## src/rtl/dcache_pkg.sv

```systemverilog
// Shared types and default geometry for the direct-mapped write-back data cache.
package dcache_pkg;

    typedef enum logic [1:0] {
        IDLE      = 2'd0,
        WRITEBACK = 2'd1,
        REFILL    = 2'd2
    } state_t;

    localparam int DEFAULT_NUM_LINES      = 16;
    localparam int DEFAULT_WORDS_PER_LINE = 4;

endpackage

```

## src/rtl/dcache_wb_if.sv

```systemverilog
// Core-side request bus and backing-memory word bus of the data cache.
interface dcache_wb_if;

    logic        dmem_sel;
    logic        wr;
    logic [3:0]  mask;
    logic [31:0] addr;
    logic [31:0] dmem_data_wr;
    logic [31:0] dmem_data_rd;
    logic        stall;
    logic        mem_req;
    logic        mem_we;
    logic [31:0] mem_addr;
    logic [31:0] mem_wdata;
    logic [31:0] mem_rdata;
    logic        mem_ack;

    // The cache itself.
    modport slave (
        input  dmem_sel, wr, mask, addr, dmem_data_wr, mem_rdata, mem_ack,
        output dmem_data_rd, stall, mem_req, mem_we, mem_addr, mem_wdata
    );

    // Whoever drives the core requests and answers the memory side.
    modport master (
        output dmem_sel, wr, mask, addr, dmem_data_wr, mem_rdata, mem_ack,
        input  dmem_data_rd, stall, mem_req, mem_we, mem_addr, mem_wdata
    );

endinterface

```

## src/rtl/dcache_tag_array.sv

```systemverilog
// Per-line tag, valid and dirty storage; valid/dirty clear on reset, tags do not.
module dcache_tag_array
    import dcache_pkg::*;
#(
    parameter int NUM_LINES = DEFAULT_NUM_LINES,
    parameter int IDX_W     = $clog2(NUM_LINES),
    parameter int TAG_W     = 24
) (
    input  logic             clk,
    input  logic             rst,
    input  logic [IDX_W-1:0] idx,
    output logic [TAG_W-1:0] rd_tag,
    output logic             rd_valid,
    output logic             rd_dirty,
    input  logic             set_dirty,
    input  logic             fill,
    input  logic [TAG_W-1:0] fill_tag
);

    logic [TAG_W-1:0]     tag_mem [NUM_LINES];
    logic [NUM_LINES-1:0] valid_bits;
    logic [NUM_LINES-1:0] dirty_bits;

    // A completed refill makes the line valid and clean in one step.
    always_ff @(posedge clk) begin
        if (rst) begin
            valid_bits <= '0;
            dirty_bits <= '0;
        end else if (fill) begin
            valid_bits[idx] <= 1'b1;
            dirty_bits[idx] <= 1'b0;
        end else if (set_dirty) begin
            dirty_bits[idx] <= 1'b1;
        end
    end

    always_ff @(posedge clk) begin
        if (fill) begin
            tag_mem[idx] <= fill_tag;
        end
    end

    assign rd_tag   = tag_mem[idx];
    assign rd_valid = valid_bits[idx];
    assign rd_dirty = dirty_bits[idx];

endmodule

```

## src/rtl/dcache_wb.sv

```systemverilog
// Direct-mapped, write-back, write-allocate data cache with a word-serial
// backing-memory port; hits complete combinationally, misses stall the core.
module dcache_wb
    import dcache_pkg::*;
#(
    parameter int NUM_LINES      = DEFAULT_NUM_LINES,
    parameter int WORDS_PER_LINE = DEFAULT_WORDS_PER_LINE
) (
    input logic        clk,
    input logic        rst,
    dcache_wb_if.slave bus
);

    localparam int IDX_W = $clog2(NUM_LINES);
    localparam int OFF_W = $clog2(WORDS_PER_LINE);
    localparam int TAG_W = 30 - IDX_W - OFF_W;
    localparam logic [OFF_W-1:0] LAST_WORD = OFF_W'(WORDS_PER_LINE - 1);

    state_t           state;
    logic [OFF_W-1:0] word_cnt;
    logic [31:0]      data_mem [NUM_LINES*WORDS_PER_LINE];

    logic [TAG_W-1:0] req_tag;
    logic [IDX_W-1:0] req_idx;
    logic [OFF_W-1:0] req_off;
    logic [TAG_W-1:0] line_tag;
    logic             line_valid;
    logic             line_dirty;
    logic             in_idle;
    logic             busy;
    logic             hit;
    logic             miss;
    logic             refill_wr;
    logic             unused_addr_lsbs;

    assign req_tag          = bus.addr[31 -: TAG_W];
    assign req_idx          = bus.addr[2+OFF_W +: IDX_W];
    assign req_off          = bus.addr[2 +: OFF_W];
    assign unused_addr_lsbs = ^bus.addr[1:0];

    // Reset forces every output quiet even while a transfer is still in flight.
    assign in_idle   = !rst && (state == IDLE);
    assign busy      = !rst && (state != IDLE);
    assign hit       = in_idle && bus.dmem_sel && line_valid && (line_tag == req_tag);
    assign miss      = in_idle && bus.dmem_sel && !hit;
    assign refill_wr = busy && (state == REFILL) && bus.mem_ack;

    dcache_tag_array #(
        .NUM_LINES (NUM_LINES),
        .IDX_W     (IDX_W),
        .TAG_W     (TAG_W)
    ) u_tags (
        .clk       (clk),
        .rst       (rst),
        .idx       (req_idx),
        .rd_tag    (line_tag),
        .rd_valid  (line_valid),
        .rd_dirty  (line_dirty),
        .set_dirty (hit && bus.wr && (bus.mask != 4'b0000)),
        .fill      (refill_wr && (word_cnt == LAST_WORD)),
        .fill_tag  (req_tag)
    );

    assign bus.stall        = miss || busy;
    assign bus.mem_req      = busy;
    assign bus.mem_we       = busy && (state == WRITEBACK);
    assign bus.mem_addr     = busy ? {((state == WRITEBACK) ? line_tag : req_tag), req_idx, word_cnt, 2'b00}
                                   : 32'd0;
    assign bus.mem_wdata    = (busy && (state == WRITEBACK)) ? data_mem[{req_idx, word_cnt}] : 32'd0;
    assign bus.dmem_data_rd = (hit && !bus.wr) ? data_mem[{req_idx, req_off}] : 32'd0;

    // The word counter wraps naturally because WORDS_PER_LINE is a power of two.
    always_ff @(posedge clk) begin
        if (rst) begin
            state    <= IDLE;
            word_cnt <= '0;
        end else begin
            case (state)
                IDLE: begin
                    word_cnt <= '0;
                    if (miss) begin
                        state <= (line_valid && line_dirty) ? WRITEBACK : REFILL;
                    end
                end
                WRITEBACK: begin
                    if (bus.mem_ack) begin
                        word_cnt <= word_cnt + 1'b1;
                        if (word_cnt == LAST_WORD) begin
                            state <= REFILL;
                        end
                    end
                end
                REFILL: begin
                    if (bus.mem_ack) begin
                        word_cnt <= word_cnt + 1'b1;
                        if (word_cnt == LAST_WORD) begin
                            state <= IDLE;
                        end
                    end
                end
                default: state <= IDLE;
            endcase
        end
    end

    always_ff @(posedge clk) begin
        if (refill_wr) begin
            data_mem[{req_idx, word_cnt}] <= bus.mem_rdata;
        end else if (hit && bus.wr) begin
            for (int b = 0; b < 4; b++) begin
                if (bus.mask[b]) begin
                    data_mem[{req_idx, req_off}][8*b +: 8] <= bus.dmem_data_wr[8*b +: 8];
                end
            end
        end
    end

endmodule

```

## src/flat_wrapper.sv

```systemverilog
// flat-port wrapper written by rule: the top's interface ports become plain ports
module dcache_wb_flat import dcache_pkg::*;
#(
    parameter int NUM_LINES      = DEFAULT_NUM_LINES,
    parameter int WORDS_PER_LINE = DEFAULT_WORDS_PER_LINE
)
  (clk, rst, bus_dmem_sel, bus_wr, bus_mask, bus_addr, bus_dmem_data_wr, bus_mem_rdata, bus_mem_ack, bus_dmem_data_rd, bus_stall, bus_mem_req, bus_mem_we, bus_mem_addr, bus_mem_wdata);
  dcache_wb_if bus_i ();
  input logic clk;
  input logic rst;
  input wire logic [$bits(bus_i.dmem_sel)-1:0] bus_dmem_sel;
  input wire logic [$bits(bus_i.wr)-1:0] bus_wr;
  input wire logic [$bits(bus_i.mask)-1:0] bus_mask;
  input wire logic [$bits(bus_i.addr)-1:0] bus_addr;
  input wire logic [$bits(bus_i.dmem_data_wr)-1:0] bus_dmem_data_wr;
  input wire logic [$bits(bus_i.mem_rdata)-1:0] bus_mem_rdata;
  input wire logic [$bits(bus_i.mem_ack)-1:0] bus_mem_ack;
  output wire logic [$bits(bus_i.dmem_data_rd)-1:0] bus_dmem_data_rd;
  output wire logic [$bits(bus_i.stall)-1:0] bus_stall;
  output wire logic [$bits(bus_i.mem_req)-1:0] bus_mem_req;
  output wire logic [$bits(bus_i.mem_we)-1:0] bus_mem_we;
  output wire logic [$bits(bus_i.mem_addr)-1:0] bus_mem_addr;
  output wire logic [$bits(bus_i.mem_wdata)-1:0] bus_mem_wdata;
  assign bus_i.dmem_sel = bus_dmem_sel;
  assign bus_i.wr = bus_wr;
  assign bus_i.mask = bus_mask;
  assign bus_i.addr = bus_addr;
  assign bus_i.dmem_data_wr = bus_dmem_data_wr;
  assign bus_i.mem_rdata = bus_mem_rdata;
  assign bus_i.mem_ack = bus_mem_ack;
  assign bus_dmem_data_rd = bus_i.dmem_data_rd;
  assign bus_stall = bus_i.stall;
  assign bus_mem_req = bus_i.mem_req;
  assign bus_mem_we = bus_i.mem_we;
  assign bus_mem_addr = bus_i.mem_addr;
  assign bus_mem_wdata = bus_i.mem_wdata;
  dcache_wb #(.NUM_LINES(NUM_LINES), .WORDS_PER_LINE(WORDS_PER_LINE)) u_core (.clk(clk), .rst(rst), .bus(bus_i));
endmodule
```

## config.mk

```make
export PLATFORM = sky130hd
export DESIGN_NAME = dcache_wb_flat
export DESIGN_NICKNAME = d
export VERILOG_FILES = /design/src/rtl/dcache_pkg.sv /design/src/rtl/dcache_wb_if.sv /design/src/rtl/dcache_tag_array.sv /design/src/rtl/dcache_wb.sv /design/src/flat_wrapper.sv
export SDC_FILE = /design/constraint.sdc
export NUM_CORES = 2
export LEC_CHECK = 0
export CAP_MARGIN = 20
export CORE_MARGIN = 5
export CORE_UTILIZATION = 59
export DETAILED_ROUTE_END_ITERATION = 7
export HOLD_SLACK_MARGIN = 0.15
export PLACE_DENSITY_LB_ADDON = 0.2
export SLEW_MARGIN = 10
export SYNTH_ARGS = -nofsm -noshare
export SYNTH_HDL_FRONTEND = slang
export SYNTH_HIERARCHICAL = 1
export SYNTH_SLANG_ARGS = --single-unit
```

## constraint.sdc

```tcl
create_clock -name clk -period 8 [get_ports clk]
set_clock_uncertainty 0.1 [all_clocks]
set_input_delay 1.6 -clock clk [delete_from_list [all_inputs] [get_ports clk]]
set_output_delay 1.6 -clock clk [all_outputs]
set_load 0.02 [all_outputs]
```

==> flow_metrics.tcl <==
set metrics [dict create \
    tightest_slew_ns 1.29 \
    die_x_um 445 \
    critical_path_arrival_ns 6.06 \
    pin_count 204 \
    synth_edf_count 2432 \
    io_buffers 199 \
    r2r_setup_slack_ns 2.63 \
    cts_max_level 4 \
    critPathRequiredTime_ns 6.30 \
    clock-root-buffer "clkbuf_16" \
    grt_max_degree 108 \
    drc 0 \
    path_clk_slew_ns 0.06 \
    synth_seq_area_share_pct 66.1 \
    async_reset_ff_share_pct 0 \
    hpwl_um 247000 \
    netlist_top_cells_area "edfxtp_1, mux4_2, mux2i_1, a22oi_1, nor2_1" \
    cp_max_fo 60 \
    finalPower_w 0.0279 \
    maxCapViolCount 0 \
    holdCritPathClass "reg2reg" \
    die_y_um 445 \
    criticalPathCategory "in2out" \
    dpl_cell_area_mm2 0.119 \
    final_area_mm2 0.127 \
    hold-worst-slack_ns 0.370 \
    setup.worst_path.end_class "output pin" \
    grt_overflow_total 0 \
    max_slew_margin_pct 13.9 \
    cts_setup_buffers 0 \
    setup_violations 0 \
    worstSkewPairLatency_ns 0.90 \
    rr_worst_depth 11 \
    instances_no_fill 9042 \
    crit_start "bus_addr[4]" \
    ys.warnings.count 6 \
    die_area_mm2 0.198 \
    finalCritPeriodShare_pct 97.0 \
    rsz0062_at_grt "no" \
    fmax_mhz 129 \
    cts_tree "done" \
    postCtsHoldBufs 0 \
    via_count 69400 \
    endpoint "bus_dmem_data_rd[6]" \
    peakVddDrop_v 0.000239 \
    synth_top_area_share_pct 65.5 \
    grt_pass1_vias 68200 \
    drt_iter0_markers 12200 \
    ys.flop_type "edfxtp_1" \
    core_mm2 0.188 \
    antenna_left 0 \
    wl_per_cell_um 41.5 \
    yosysTopAreaCell "edfxtp_1" \
    postRouteWirelength_um 375000 \
    synth_cell_types 70 \
    placed_cells 8571 \
    hold_viol_final 0 \
    cts_buffers 236 \
    clockBufferDepth 3 \
    grt_usage_pct 37.8 \
    power_density_mw_per_mm2 219 \
    globalplace.congestion 0.994 \
    avgSynthCellArea_um2 19.0 \
    outcome "finished clean" \
    syn-cell-area_mm2 0.112 \
    clock_sinks 2468 \
    grt_pass1_wl_um 522000 \
    drive_above_1_share_pct 31.4 \
    r2r_end "u_core/data_mem[55][28]" \
    p_leak_nw 39.4 \
    floorplan.initialDensity_pct 59.3 \
    cp-start-kind "input pin" \
    drt_pass1_iterations 8 \
    r2r-start "u_core/u_tags/tag_mem[11][19]" \
    rows 159 \
    final_nets 6434 \
    fin_tns_setup_ns 0 \
    ys_ff_latch 2468 \
    slew_viol_final 0 \
    area_growth_pct 14.2 \
    antenna_found_initial 26 \
    routed_via_density 7.68 \
    syn_inst 5864 \
    period_minus_slack_ns 7.76 \
]
metal layers:
metal	global-route usage [%]	vias up	wire [um]
li1	-	26000	-
met1	49.9	35600	121000
met2	54.4	6459	164000
met3	14.8	1394	61800
met4	21.7	32	27700
met5	0.818	-	411
cell families after synthesis:
logic type	synth area share, %
flops	66.1
fa+ha+maj	0.0449
mux	23.9
compound gates	3.96
xor+xnor	0.188
buf+inv	1.84
simple gates	3.89
other cells	0.00336
flip-flops by register name, summed over array words and instances (netlist names), named ones only:
name                      flops
u_core/data_mem            2048
u_core/u_tags/tag_mem       384
u_core/u_tags/valid_bits     16
u_core/state                  2
u_core/word_cnt               2
worst min-delay path by stage:
stage | end | cells after the start | start | slack, ns
2_1_floorplan | u_core/u_tags/valid_bits[1] | 2 | u_core/u_tags/valid_bits[1] | 0.33
3_3_place_gp | u_core/u_tags/valid_bits[1] | 2 | u_core/u_tags/valid_bits[1] | 0.34
3_5_place_dp | u_core/u_tags/valid_bits[6] | 2 | u_core/u_tags/valid_bits[6] | 0.36
4_1_cts | u_core/u_tags/valid_bits[6] | 2 | u_core/u_tags/valid_bits[6] | 0.37
5_1_grt | u_core/u_tags/valid_bits[14] | 2 | u_core/u_tags/valid_bits[14] | 0.39
6_report | u_core/u_tags/valid_bits[5] | 2 | u_core/u_tags/valid_bits[5] | 0.37
where the power goes:
part	switching, W	internal, W
clock network	0.00494	0.00663
registers	0.0000114	0.0142
logic	0.00132	0.000793
total	0.00627	0.0216
repair_timing:
item / CTS / global route
cloned: 0 / 0
gates resized for setup: 1 / 2
endpoints found under the setup margin: 1 / 1
area by class of cell:
type	instances	area (um2)
diodes	22	55.1
clock buffers	281	6180
clock inverters	157	1780
fillers	11900	60700
inverters	7	31.3
multi-input cells	2951	36100
flip-flops and latches	2468	73800
well taps	2495	3120
repair buffers	661	6300
worst max-delay path, stage by stage:
cell	delay, ns
buf_16	0.35
buf_4	0.26
mux4_2	0.51
a22oi_1	0.21
nand2_1	0.12
xor2_1	0.19
nor4_2	0.39
buf_4	0.23
nand3_2	0.13
or3_2	0.49
buf_12	0.22
or4_4	0.57
nor3_2	0.39
buf_4	0.18
buf_4	0.13
layout by cell type, fill, tap and decap left out, drive strengths merged, types with 18 or more instances in the layout:
| cell | Yosys | final |
|---|---|---|
| edfxtp | 2432 | 2432 |
| mux4 | 1073 | 1073 |
| buf | 247 | 508 |
| nor2 | 402 | 402 |
| nand2 | 288 | 288 |
| clkbuf | 192 | 281 |
| a22oi | 221 | 221 |
| mux2i | 204 | 204 |
| clkdlybuf4s50 | 0 | 153 |
| o22ai | 119 | 119 |
| clkinv | 1 | 107 |
| nand3 | 81 | 81 |
| a21oi | 61 | 61 |
| mux2 | 42 | 42 |
| nor3 | 42 | 42 |
| o21ai | 39 | 39 |
| nand4 | 38 | 38 |
| dfxtp | 36 | 36 |
| bufinv | 0 | 35 |
| a221oi | 30 | 30 |
| a211oi | 28 | 28 |
| nor2b | 27 | 27 |
| xor2 | 24 | 24 |
| diode | 0 | 22 |
| o221ai | 22 | 22 |
| nor4 | 22 | 22 |
| a22o | 18 | 18 |
| a32oi | 18 | 18 |
| and3 | 18 | 18 |
per-stage QoR:
step | setup WS (ns) | util (%)
after floorplan | 1.10 | -
after global placement | -0.0500 | 63.2
after detailed placement | -0.0614 | 63.4
after CTS | 0.108 | 67.6
after global routing | 0.0424 | 67.7
final | 0.243 | 67.7
cell usage after synthesis, types with 13 or more instances:
cell type	n
edfxtp_1	2432
mux4_2	1068
nor2_1	402
nand2_1	288
a22oi_1	221
mux2i_1	204
clkbuf_1	192
buf_2	180
o22ai_1	119
nand3_1	80
a21oi_1	61
mux2_2	42
nor3_1	41
nand4_1	38
dfxtp_1	36
o21ai_0	35
buf_1	31
buf_4	31
a221oi_1	30
a211oi_1	28
nor2b_1	27
xor2_1	24
o221ai_1	22
nor4_1	20
a22o_1	18
a32oi_1	18
and3_1	18
nand2b_1	16
a2111oi_0	14
a31oi_1	14
and2_1	13
No activity file was read; power rests on OpenSTA's default activity.
